===== src/rtl/mem_port_arbiter.sv =====
// mem_port_arbiter
//   Shares one external memory port between instruction fetch (read-only)
//   and data memory (read/write). One transaction is in flight at a time.
//   Data has priority, but fetch is forced through after STARVE_LIMIT
//   consecutive data grants taken while fetch was waiting.
//
// Ports
//   clk, reset                 clock, async active-high reset
//   core_enable                1 = new grants allowed
//   core_request               demand indicator (any req or transaction in flight)
//   if_req/if_addr             fetch request and word address
//   if_rdata/if_ack            fetch read data, 1-cycle completion pulse
//   d_req/d_we/d_addr/d_wdata  data request, direction, address, write data
//   d_rdata/d_ack              data read data, 1-cycle completion pulse
//   err                        high with an ack when the transaction was aborted
//   memory_*                   external memory port
//
// Configuration
//   ARB_TIMEOUT_EN  when defined, a BUSY transaction with no memory_response for
//                   TIMEOUT_CYCLES cycles is aborted with err=1. When undefined,
//                   BUSY waits indefinitely and err is held 0.
//
// States
//   IDLE   | waiting for a request; grants when core_enable is set
//   BUSY_I | fetch read in flight on the memory port
//   BUSY_D | data read/write in flight on the memory port
//   DONE   | ack pulse cycle; no grant is made here
module mem_port_arbiter #(
    parameter int unsigned STARVE_LIMIT   = 4,
    parameter int unsigned TIMEOUT_CYCLES = 64
) (
    input  logic        clk,
    input  logic        reset,
    input  logic        core_enable,
    output logic        core_request,
    input  logic        if_req,
    input  logic [31:0] if_addr,
    output logic [31:0] if_rdata,
    output logic        if_ack,
    input  logic        d_req,
    input  logic        d_we,
    input  logic [31:0] d_addr,
    input  logic [31:0] d_wdata,
    output logic [31:0] d_rdata,
    output logic        d_ack,
    output logic        err,
    output logic [31:0] memory_addr,
    output logic        memory_rden,
    output logic        memory_wren,
    output logic [31:0] memory_write_val,
    input  logic [31:0] memory_read_val,
    input  logic        memory_response
);

    if (STARVE_LIMIT < 1 || STARVE_LIMIT > 15 || TIMEOUT_CYCLES < 2) begin : g_param_check
        $error("mem_port_arbiter: STARVE_LIMIT must be 1..15 and TIMEOUT_CYCLES >= 2");
    end

    typedef enum logic [1:0] {
        IDLE   = 2'd0,
        BUSY_I = 2'd1,
        BUSY_D = 2'd2,
        DONE   = 2'd3
    } state_t;

    localparam logic [3:0] STREAK_MAX = 4'(STARVE_LIMIT);

    state_t      state_q, state_d;
    logic [3:0]  streak_q, streak_d;
    logic [31:0] addr_q, addr_d;
    logic        rden_q, rden_d;
    logic        wren_q, wren_d;
    logic [31:0] wval_q, wval_d;
    logic [31:0] if_rdata_q, if_rdata_d;
    logic [31:0] d_rdata_q, d_rdata_d;
    logic        if_ack_q, if_ack_d;
    logic        d_ack_q, d_ack_d;
    logic        err_q, err_d;
    logic        fetch_forced;

`ifdef ARB_TIMEOUT_EN
    localparam logic [15:0] TIMEOUT_LAST = 16'(TIMEOUT_CYCLES - 1);
    logic [15:0] tmo_q, tmo_d;
`endif

    // Fetch overrides data priority only once the streak has saturated.
    assign fetch_forced = if_req && (streak_q == STREAK_MAX);

    always_comb begin
        state_d    = state_q;
        streak_d   = streak_q;
        addr_d     = addr_q;
        rden_d     = rden_q;
        wren_d     = wren_q;
        wval_d     = wval_q;
        if_rdata_d = if_rdata_q;
        d_rdata_d  = d_rdata_q;
        if_ack_d   = 1'b0;
        d_ack_d    = 1'b0;
        err_d      = 1'b0;
`ifdef ARB_TIMEOUT_EN
        tmo_d      = tmo_q;
`endif
        unique case (state_q)
            IDLE: begin
                if (core_enable && (if_req || d_req)) begin
`ifdef ARB_TIMEOUT_EN
                    tmo_d = 16'd0;
`endif
                    if (d_req && !fetch_forced) begin
                        addr_d  = d_addr;
                        rden_d  = !d_we;
                        wren_d  = d_we;
                        wval_d  = d_wdata;
                        state_d = BUSY_D;
                        if (!if_req) begin
                            streak_d = 4'd0;
                        end else if (streak_q != STREAK_MAX) begin
                            streak_d = streak_q + 4'd1;
                        end
                    end else begin
                        addr_d   = if_addr;
                        rden_d   = 1'b1;
                        wren_d   = 1'b0;
                        wval_d   = 32'd0;
                        streak_d = 4'd0;
                        state_d  = BUSY_I;
                    end
                end
            end
            BUSY_I, BUSY_D: begin
                if (memory_response) begin
                    rden_d  = 1'b0;
                    wren_d  = 1'b0;
                    state_d = DONE;
                    if (state_q == BUSY_I) begin
                        if_rdata_d = memory_read_val;
                        if_ack_d   = 1'b1;
                    end else begin
                        // A write leaves the last read data untouched.
                        if (!wren_q) begin
                            d_rdata_d = memory_read_val;
                        end
                        d_ack_d = 1'b1;
                    end
                end
`ifdef ARB_TIMEOUT_EN
                else if (tmo_q == TIMEOUT_LAST) begin
                    rden_d  = 1'b0;
                    wren_d  = 1'b0;
                    err_d   = 1'b1;
                    state_d = DONE;
                    if (state_q == BUSY_I) begin
                        if_rdata_d = 32'd0;
                        if_ack_d   = 1'b1;
                    end else begin
                        d_rdata_d = 32'd0;
                        d_ack_d   = 1'b1;
                    end
                end else begin
                    tmo_d = tmo_q + 16'd1;
                end
`endif
            end
            DONE: begin
                state_d = IDLE;
            end
            default: begin
                state_d = IDLE;
            end
        endcase
    end

    always_ff @(posedge clk or posedge reset) begin
        if (reset) begin
            state_q    <= IDLE;
            streak_q   <= 4'd0;
            addr_q     <= 32'd0;
            rden_q     <= 1'b0;
            wren_q     <= 1'b0;
            wval_q     <= 32'd0;
            if_rdata_q <= 32'd0;
            d_rdata_q  <= 32'd0;
            if_ack_q   <= 1'b0;
            d_ack_q    <= 1'b0;
            err_q      <= 1'b0;
        end else begin
            state_q    <= state_d;
            streak_q   <= streak_d;
            addr_q     <= addr_d;
            rden_q     <= rden_d;
            wren_q     <= wren_d;
            wval_q     <= wval_d;
            if_rdata_q <= if_rdata_d;
            d_rdata_q  <= d_rdata_d;
            if_ack_q   <= if_ack_d;
            d_ack_q    <= d_ack_d;
            err_q      <= err_d;
        end
    end

`ifdef ARB_TIMEOUT_EN
    always_ff @(posedge clk or posedge reset) begin
        if (reset) begin
            tmo_q <= 16'd0;
        end else begin
            tmo_q <= tmo_d;
        end
    end
`endif

    assign core_request     = if_req || d_req || (state_q != IDLE);
    assign memory_addr      = addr_q;
    assign memory_rden      = rden_q;
    assign memory_wren      = wren_q;
    assign memory_write_val = wval_q;
    assign if_rdata         = if_rdata_q;
    assign d_rdata          = d_rdata_q;
    assign if_ack           = if_ack_q;
    assign d_ack            = d_ack_q;
    assign err              = err_q;

endmodule


===== config.mk =====
export PLATFORM = sky130hd
export DESIGN_NAME = mem_port_arbiter
export DESIGN_NICKNAME = d
export VERILOG_FILES = /design/src/rtl/mem_port_arbiter.sv
export SDC_FILE = /design/constraint.sdc
export NUM_CORES = 1
export LEC_CHECK = 0
export ABC_AREA = 1
export ABC_CLOCK_PERIOD_IN_PS = 4500
export CAP_MARGIN = 20
export CORE_MARGIN = 3
export CORE_UTILIZATION = 35
export CTS_CLUSTER_DIAMETER = 40
export DETAILED_ROUTE_END_ITERATION = 8
export PLACE_DENSITY = 0.72
export SYNTH_ARGS = -nofsm -noshare
export SYNTH_HDL_FRONTEND = slang
export SYNTH_SLANG_ARGS = --single-unit

===== constraint.sdc =====
create_clock -name clk -period 4.5 [get_ports clk]
set_input_delay 0.9 -clock clk [delete_from_list [all_inputs] [get_ports clk]]
set_output_delay 0.9 -clock clk [all_outputs]
set_load 0.01 [all_outputs]

Yosys cells after proc, flatten, opt, wreduce, memory -nomap -nowiden

Cells that the tools add are included.

Flip-flop bits (word level): 138
Latch bits: 0
RAM bits: 0
Memory bits (read-only): 0
Bits of input ports: 135
Output and inout bits: 134
Logic and storage cells: 60
Memories: 0

Add/subtract/negate cells: 1
Multiply operators: 0
Div/mod/pow operators: 0
Magnitude comparators: 0
Equal/unequal tests: 8
Shift-type cells: 0
Multiplexer cells: 22
Bitwise operators: 2
Reductions and logical operators: 17

Operator list:

| operator                                                                 | count |
|---|---|
| 32-bit two-way mux                                                       | 2 |
| 4-bit two-way mux                                                        | 3 |
| 1-bit two-way mux                                                        | 11 |
| 3-bit AND reduction                                                      | 3 |
| 2-bit two-way mux                                                        | 3 |
| 2-bit case mux with 3 select lines                                       | 1 |
| 4-bit by 1-bit adder with 4-bit output (second input constant)           | 1 |
| 2-bit == test (second input constant)                                    | 2 |
| 4-bit by 3-bit == test with 1-bit output (second input constant)         | 1 |
| 2-bit inequality test (second input constant)                            | 2 |
| 4-bit by 3-bit inequality test with 1-bit output (second input constant) | 1 |
| 1-bit case mux with 2 select lines                                       | 2 |
| 2-bit AND reduction                                                      | 2 |
| 4-bit AND reduction                                                      | 1 |
| 2-bit nonzero test                                                       | 2 |
| 1-bit logical AND                                                        | 3 |
| 3-bit by 2-bit inequality test with 1-bit output (second input constant) | 1 |
| 2-bit by 1-bit == test with 1-bit output (second input constant)         | 1 |
| 1-bit zero test                                                          | 2 |
| 2-bit zero test                                                          | 1 |
| 1-bit logical OR                                                         | 2 |
| 1-bit NOT                                                                | 2 |
| 2-bit OR reduction                                                       | 1 |

Depth between registers and ports, before layout

Gate-level depths: netlist (run 1).

Depth in word-level cells: 7
Gate-level depth with buffers: 11
Gate-level depth less buffers: 10

Least setup slack after synthesis (run 1)

No wires, ideal clock.

Path type: in2out
From: in if_req
To: out core_request
Data arrival time: 1.054 ns
Data required time: 3.600 ns
Path slack: 2.546 ns
Stages on the path: 2
Path buffers: 0
Cells stage by stage: inv_2 nand3_1

Word-level cells in the longest chain between the ends: 2

RTL lines:

| item                           | line | text |
|---|---|---|
| start: declaration             | 36   | `input logic if_req,` |
| 1-bit logical OR (2 in series) | 212  | `assign core_request = if_req \|\| d_req \|\| (state_q != IDLE);` |
| end: declaration               | 35   | `output logic core_request,` |

Every way passes these cells.

Worst setup path after layout (run 1)

From: in if_req
To: reg wval_q[30], in the netlist memory_write_val[30]

Word-level cells in the longest chain between the ends: 4
Elaborated cells between the ends (all ways): 7
Classes of those cells: mux (1); reduce/logical (6)

RTL lines:

| item                   | line | text |
|---|---|---|
| 1-bit logical AND      | 87   | `assign fetch_forced = if_req && (streak_q == STREAK_MAX);` |
| 1-bit zero test        | 110  | `if (d_req && !fetch_forced) begin` |
| 1-bit logical AND      | 110  |  |
| 32-bit two-way mux     | 110  |  |
| end signal: assignment | 193  | `wval_q <= wval_d;` |
| end: declaration       | 73   | `logic [31:0] wval_q, wval_d;` |

Parallel ways exist; a longest one is shown, timed or not.
A chain may end at the register's enable or synchronous reset.

==> results of run 1 <==
layout by cell type (no fill, tap or decap), drive strengths merged:
cell and count:
a21oi 1, buf 8, bufinv 2, clkbuf 20, clkdlybuf4s50 267, clkinv 5
clkinvlp 4, conb 1, dfrtp 138, ha 4, inv 81, nand2 279
nand3 41, nand4 1, nor2 7, nor3 1, o21ai 102, or2 1
worst max-delay path, delay by kind of cell:
family,cells,cell delay [ns]
compound gates,1,0.27
buf+inv,3,1.20
simple gates,3,1.02
final cells by class:
class | count | area, um^2 | area share
well taps | 216 | 270 | 0.0290
repair buffers | 275 | 2790 | 0.300
clock buffers | 20 | 467 | 0.0501
clock inverters | 12 | 136 | 0.0146
flip-flops and latches | 138 | 3450 | 0.371
inverters | 80 | 305 | 0.0328
multi-input cells | 438 | 1890 | 0.203
registers in the layout (all words and copies together) (netlist names):
register,cells
memory_rden,1
if_rdata,32
d_rdata,32
streak_q,4
if_ack,1
d_ack,1
state_q,2
memory_write_val,32
memory_addr,32
memory_wren,1
power by group:
part | switching, uW | internal (uW)
registers | 303 | 1810
clock network | 534 | 866
logic | 1200 | 1350
per-layer routing:
layer	track usage	up-vias	share of wire
met3	0.0678	25	0.087
met4	0.0739	0	0.025
met2	0.287	198	0.47
li1	-	2654	-
met1	0.228	2420	0.42
met5	0	-	0
worst max-delay path by stage:
stage	slack, ns	to
2_1_floorplan	1.88	d_ack
3_3_place_gp	0.90	memory_write_val[31]
3_5_place_dp	0.81	memory_write_val[31]
4_1_cts	1.28	memory_write_val[30]
5_1_grt	1.04	memory_write_val[12]
6_report	1.39	memory_write_val[30]
through the flow:
step           instance area (um^2)  setup slack, ns   util  total power (uW)
3_5_place_dp                   8640            0.807  0.536              4670
5_1_grt                        9310             1.04  0.578              6490
2_1_floorplan                  5840             1.88      -              3190
3_3_place_gp                   8640            0.898  0.536              4630
4_1_cts                        9240             1.28  0.574              6130
6_report                       9310             1.39  0.578              6060
cell families (layout without fill, tap and decap cells):
logic type / Yosys count / count (layout) / share of synthesized area
fa+ha+maj: 4 / 4 / 0.00858
simple gates: 330 / 330 / 0.226
other cells: 1 / 1 / 0.000643
compound gates: 103 / 103 / 0.0884
buf+inv: 118 / 387 / 0.0849
flops: 138 / 138 / 0.592
==> out/summary.txt, run 1 <==
outcome: completed
num ports: 269
postcts setup bufs: 0
unrepaired setup endpoints after global routing: false
P_leak: 0.00455 uW
count leader, synth: nand2_1
placed insts: 1,144
post-layout min period: 3.11 ns
die width: 135 um
Slew headroom: 0.540
Mapped Avg Cell Area: 8.41 um^2
Root Driver: clkbuf_16
Die Ht: 135 um
first-pass GRT wire length: 26.4 mm
post-synthesis register bit count: 138
CTS tree: done
diode count: 0
clock slew at reported path FFs: 0.06 ns
worst hold slack: 0.476 ns
Final period util: 0.692
# rows: 46
Final Hold Viols: 0
Synth top area share: 0.592
Distinct cells, synth: 23
core footprint: 16,100 um^2
share of layout cells above drive strength 1: 0.0509
hpwl dp: 11.7 mm
ranking of synthesized cells by area: dfrtp_1, nand2_1, o21ai_0
FF-to-FF path depth: 6
pin count of the biggest net entering global routing: 79
maximum VDD drop: 0.304 mV
vias in the first global route: 5,114
maximum fanout along the worst path: 36
Synth area leader: dfrtp_1
Hold/Removal Path Class: register to register
drt wl/cell: 14.3 um
drt via density: 4.49
Area Growth Syn to Fin: 59.6%
f_max: 321 MHz
Max-Cap Viols: 0
Pre-Repair DR Iteration Count: 5
async set-reset flop share out of synthesis: 1.00
WL final: 16.9 mm
hold path start: memory_addr[14]
worst hold endpoint: memory_addr[14]
hold_buf cts: 0
ys flop type: dfrtp_1
drt drc: 0
Final GP Congestion: 0.775
Cell Chain, Critical Path: clkdlybuf4s50_1 -> inv_2 -> nand2_1 -> nand3_2 -> clkinv_2 -> nand3_4 -> o21ai_0
initial antenna violation count: 0
Total GRT Usage: 0.182
total CTS buffers: 17
Filler Cell Count: 1,447
post-cts resize count: 0
Slew Viols, Final: 0
routed vias: 5,297
Setup crit end kind: register
WP data arrival: 3.43 ns
Worst-Margin Slew: 0.689 ns
top post-synthesis cells by count: nand2_1, dfrtp_1, inv_1, o21ai_0, nand3_1
worst hold stages: 2
total gr overflow: 0
Non-Filler Instances: 1,179
maximum root-to-sink buffer count: 2
Setup TNS: 0 ns
final setup violation count: 0
syn_nets: 833
Die ar.: 18,300 um^2
slowest stage delay, CP: 0.63 ns
crit path from: if_req
setup slack, reg-to-reg: 1.75 ns
IO Port Bufs: 267
Syn. warnings: 0
Initial Utilization: 0.362
Clock Sinks: 138
sequential fraction of the synthesis area: 0.592
crit start category: primary input
synthesized area: 5830 um^2
final net count: 1,089
RR Startpoint: state_q[0]
worst path required time: 4.81 ns
R2R Path End: memory_write_val[30]
WS Path Type: primary input to register
htree depth: 4
Detail Route Antenna Nets: 0
Cells after Synth: 694
PD cells: 651 nW/um^2
Final Skew: 0.00914 ns
Slowest-stage cell, CP: clkinv_2
drt initial violations: 232
number of synthesized flops with an enable pin: 0
Clock Latency Late Sink: 0.40 ns
Power figures use the tool's default switching activity.
==> inputs of run 2 (changes only) <==
ABC_CLOCK_PERIOD_IN_PS = 3250   (was 4500)
PLACE_DENSITY = 0.7   (was 0.72)
clock period = 3.25 ns   (was 4.5 ns; I/O delays follow)
==> out/summary.txt, run 2 (synthesis gave the netlist of run 1 again) <==
Final period util: 0.767
PD cells: 899 nW/um^2 (+38%)
dpl cell area: 8670 um^2 (+0.35%)
num ports: 269 (unchanged)
placed insts: 1,148 (+0.35%)
drt drc: 0 (unchanged)
Slew headroom: 0.544 (+0.00371)
post-layout min period: 2.49 ns
post-cts resize count: 0 (unchanged)
Clock Latency Late Sink: 0.41 ns (about the same)
worst path bufs/invs: 3 (unchanged)
f_max: 401 MHz
initial antenna violation count: 0 (unchanged)
total gr overflow: 0 (unchanged)
WL final: 16.8 mm (-0.78%)
Slowest-stage cell, CP: clkdlybuf4s50_1
Setup crit end kind: output port
hpwl dp: 12.0 mm (+1.9%)
first-pass GRT wire length: 26.6 mm (+1.0%)
Most Frequent Cell on Critical Path: clkdlybuf4s50_1
final net count: 1,090 (+0.092%)
Total GRT Usage: 0.183 (+0.000788)
# rows: 46 (unchanged)
Die ar.: 18,300 um^2 (unchanged)
P_leak: 0.00453 uW (-0.46%)
maximum VDD drop: 0.463 mV (+52%)
slowest stage delay, CP: 0.54 ns (-0.09 ns)
Final Skew: 0.00984 ns (+0.000692 ns)
most used cells in the layout excluding fill and tap cells: nand2_1, clkdlybuf4s50_1, dfrtp_1, inv_1, o21ai_0
core footprint: 16,100 um^2 (unchanged)
Final Cell Area: 9250 um^2 (-0.67%)
WS Path Type: primary input to output port
Initial Utilization: 0.362 (unchanged)
Pre-Repair DR Iteration Count: 4 (-1)
postcts setup bufs: 0 (unchanged)
Filler Cell Count: 1,457 (+0.69%)
Final Hold Viols: 0 (unchanged)
htree depth: 4 (unchanged)
leading cell type in the layout, fill and taps excluded: nand2_1
Die Ht: 135 um (unchanged)
maximum root-to-sink buffer count: 2 (unchanged)
diode count: 0 (unchanged)
Worst-Margin Slew: 0.684 ns (-0.00557 ns)
drt via density: 4.44 (-1.1%)
die width: 135 um (unchanged)
drt wl/cell: 14.2 um (-0.78%)
Area Growth Syn to Fin: 58.5%
Cell Chain, Critical Path: clkdlybuf4s50_1 -> inv_2 -> nand3_1 -> clkdlybuf4s50_1
hold_buf cts: 0 (unchanged)
Setup TNS: 0 ns (unchanged)
Max-Cap Viols: 0 (unchanged)
total CTS buffers: 17 (unchanged)
CTS tree: done
unrepaired setup endpoints after global routing: false
vias in the first global route: 5,198 (+1.6%)
worst hold slack: 0.477 ns (+0.00134 ns)
routed vias: 5,239 (-1.1%)
drt initial violations: 193 (-17%)
crit start category: primary input
Root Driver: clkbuf_16
clock slew at reported path FFs: 0.06 ns (about the same)
pin count of the biggest net entering global routing: 70 (-11%)
crit-path leading delay family: buffers and inverters
WP data arrival: 1.84 ns (-1.59 ns)
IO Port Bufs: 267 (unchanged)
Tot Pwr: 8310 uW (+37%)
final setup violation count: 0 (unchanged)
Final GP Congestion: 0.825 (+6.5%)
worst path required time: 2.60 ns (-2.21 ns)
Hold/Removal Path Class: register to register
Non-Filler Instances: 1,179 (unchanged)
Clock Sinks: 138 (unchanged)
maximum fanout along the worst path: 3 (-92%)
Detail Route Antenna Nets: 0 (unchanged)
share of layout cells above drive strength 1: 0.0488 (-0.00208)
Slew Viols, Final: 0 (unchanged)
outcome: completed
[run 2: report_power, final]
| group | internal [uW] | switching, uW | total, uW |
|---|---|---|---|
| combinational | 1840 | 1660 | 3500 |
| clock | 1170 | 719 | 1890 |
| sequential | 2510 | 416 | 2920 |
[run 2: layout make-up]
class,instances,area [um^2],area share
inverter,80,305,0.0330
sequential,138,3450,0.373
timing repair buffer,276,2750,0.298
clock buffer,21,460,0.0498
tap,216,270,0.0292
clock inverter,10,118,0.0127
multi-input combinational,438,1890,0.204
[run 2: worst paths after layout]
path,startpoint,end,slack (ns),depth (start not counted)
max reg2reg,state_q[1],memory_write_val[31],1.23,6
min,memory_addr[22],memory_addr[22],0.48,2
min reg2reg,memory_addr[22],memory_addr[22],0.48,2
min in group asynchronous,reset,if_rdata[16],0.63,2
max in group asynchronous,reset,memory_wren,1.89,3
max,if_req,core_request,0.76,4
[run 2: tightest hold or removal path, stage by stage, from the launching register on]
cell and delay (ns):
dfrtp_1 0.34, nand2_1 0.05, nand2_1 0.06
[run 2: per-layer routing]
layer,track usage,up-vias,part of all wire
li1,-,2662,-
met1,0.230,2387,0.42
met2,0.299,172,0.49
met3,0.0637,18,0.077
met4,0.0543,0,0.015
met5,0,-,0
[run 2: per-stage QoR]
step | util | setup slack (ns)
after CTS | 0.574 | 0.763
after detailed placement | 0.538 | 0.658
after floorplan | - | 0.879
after global routing | 0.574 | 0.732
final | 0.574 | 0.758
after global placement | 0.538 | 0.731
==> inputs of run 3 (changes only) <==
ABC_CLOCK_PERIOD_IN_PS = 2400   (was 3250)
clock period = 2.4 ns   (was 3.25 ns; I/O delays follow)
==> out/summary.txt, run 3 (synthesis gave the netlist of run 1 again) <==
# rows: 46 (unchanged)
Power Internal: 7590 uW (+38%)
Hold/Removal Path Class: primary input to asynchronous set/reset pin
Seq pwr share: 0.348 (-0.004)
PD cells: 1210 nW/um^2 (+35%)
Root Driver: clkbuf_16
Die ar.: 18,300 um^2 (unchanged)
Final period util: 0.930
drt initial violations: 241 (+25%)
Final GP Congestion: 0.792 (-4.0%)
Slowest-stage cell, CP: clkdlybuf4s50_1
post-cts resize count: 0 (unchanged)
maximum VDD drop: 0.607 mV (+31%)
crit start category: register
drt drc: 0 (unchanged)
first-pass GRT wire length: 26.8 mm (+0.52%)
Final Hold Viols: 0 (unchanged)
core footprint: 16,100 um^2 (unchanged)
slowest stage delay, CP: 0.53 ns (about the same)
postcts setup bufs: 0 (unchanged)
Setup crit end kind: output port
Die Ht: 135 um (unchanged)
Tot Pwr: 11,400 uW (+37%)
Area Growth Syn to Fin: 61.0%
outcome: completed
Detail Route Antenna Nets: 0 (unchanged)
Setup TNS: 0 ns (unchanged)
WP data arrival: 1.75 ns (-0.09 ns)
most used cells in the layout excluding fill and tap cells: nand2_1, clkdlybuf4s50_1, dfrtp_1, inv_1, o21ai_0
Worst-Margin Slew: 0.564 ns (-0.120 ns)
routed vias: 5,260 (+0.40%)
final net count: 1,098 (+0.73%)
leading cell type in the layout, fill and taps excluded: nand2_1
unrepaired setup endpoints after global routing: false
hpwl dp: 12.3 mm (+2.9%)
WL final: 16.6 mm (-0.74%)
clock slew at reported path FFs: 0.06 ns (about the same)
initial antenna violation count: 0 (unchanged)
die width: 135 um (unchanged)
Slew headroom: 0.623 (+0.0792)
worst path required time: 1.92 ns (-0.68 ns)
IO Port Bufs: 267 (unchanged)
Cell Chain, Critical Path: inv_1 -> ha_1 -> nand3_1 -> clkdlybuf4s50_1
post-layout min period: 2.23 ns
maximum root-to-sink buffer count: 2 (unchanged)
Initial Utilization: 0.362 (unchanged)
WS Path Type: register to output port
hold_buf cts: 0 (unchanged)
Clock Sinks: 138 (unchanged)
drt via density: 4.43 (-0.36%)
P_leak: 0.00460 uW (+1.5%)
Final Skew: 0.00726 ns (-0.00258 ns)
total CTS buffers: 17 (unchanged)
combinational share of power: 0.422 (about the same)
Pre-Repair DR Iteration Count: 4 (unchanged)
diode count: 0 (unchanged)
Slew Viols, Final: 0 (unchanged)
total gr overflow: 0 (unchanged)
Clock Latency Late Sink: 0.40 ns (about the same)
final setup violation count: 0 (unchanged)
CTS tree: done
pin count of the biggest net entering global routing: 65 (-7.1%)
maximum fanout along the worst path: 4 (+1)
drt wl/cell: 14.0 um (-1.5%)
num ports: 269 (unchanged)
Clk pwr share: 0.229 (+0.002)
NetSw: 3800 uW (+36%)
htree depth: 4 (unchanged)
Total GRT Usage: 0.183 (-0.000282)
Max-Cap Viols: 0 (unchanged)
vias in the first global route: 5,327 (+2.5%)
f_max: 448 MHz
sw frac: 0.334 (-0.00257)
share of layout cells above drive strength 1: 0.0586 (+0.00984)
-- run 3: cell types whose count changed in the layout (fill, tap and decap cells not counted), sizes merged --
cell and delta:
clkbuf +1, inv -1, clkinv -1, clkinvlp +2, buf +8
-- run 3: metrics by stage --
| step | cells | hold slack [ns] | instance area, um^2 | util | setup WS (ns) |
|---|---|---|---|---|---|
| after floorplan | 694 | 0.453 | 5840 | - | 0.199 |
| after global placement | 1156 | 0.461 | 8790 | 0.546 | 0.269 |
| after detailed placement | 1156 | 0.464 | 8790 | 0.546 | 0.240 |
| after CTS | 1188 | 0.479 | 9390 | 0.583 | 0.132 |
| after global routing | 1188 | 0.500 | 9390 | 0.583 | 0.0708 |
| final | 1188 | 0.477 | 9390 | 0.583 | 0.169 |
-- run 3: power groups by stage --
stage                     registers, uW  logic, uW  clock network (uW)
after floorplan                    4440       1550                   0
after global placement             3960       4820                   0
after detailed placement           3990       4890                   0
after CTS                          3980       4900                2680
after global routing               4100       5300                2770
final                              3970       4810                2610
-- run 3: metal layers --
layer / global-route usage / part of all wire / vias to the layer above
li1: - / - / 2667
met1: 0.228 / 0.42 / 2402
met2: 0.303 / 0.48 / 169
met3: 0.0574 / 0.074 / 22
met4: 0.0594 / 0.018 / 0
met5: 0 / 0 / -
-- run 3: worst max-delay path: cells and delay by family (launching register included) --
| family | cells | cell delay [ns] |
|---|---|---|
| flip-flops | 1 | 0.37 |
| adder cells (fa/ha/maj) | 1 | 0.28 |
| AND/OR/NAND/NOR | 1 | 0.12 |
| buffers and inverters | 2 | 0.58 |
-- run 3: final timing paths --
check / endpoint / cells past startpoint / slack, ns / startpoint
max: core_request / 4 / 0.17 / state_q[0]
min reg2reg: memory_addr[8] / 2 / 0.48 / memory_addr[8]
max reg2reg: memory_write_val[31] / 6 / 0.57 / state_q[0]
max in group asynchronous: memory_addr[18] / 3 / 1.35 / reset
min in group clk: memory_addr[8] / 2 / 0.48 / memory_addr[8]
min: memory_write_val[1] / 2 / 0.48 / reset
-- run 3: cell type report --
class | count | area, um^2
fillers | 1451 | 6720
flip-flops and latches | 138 | 3450
repair buffers | 284 | 2880
multi-input cells | 438 | 1890
clock buffers | 22 | 484
inverters | 80 | 305
well taps | 216 | 270
clock inverters | 10 | 115
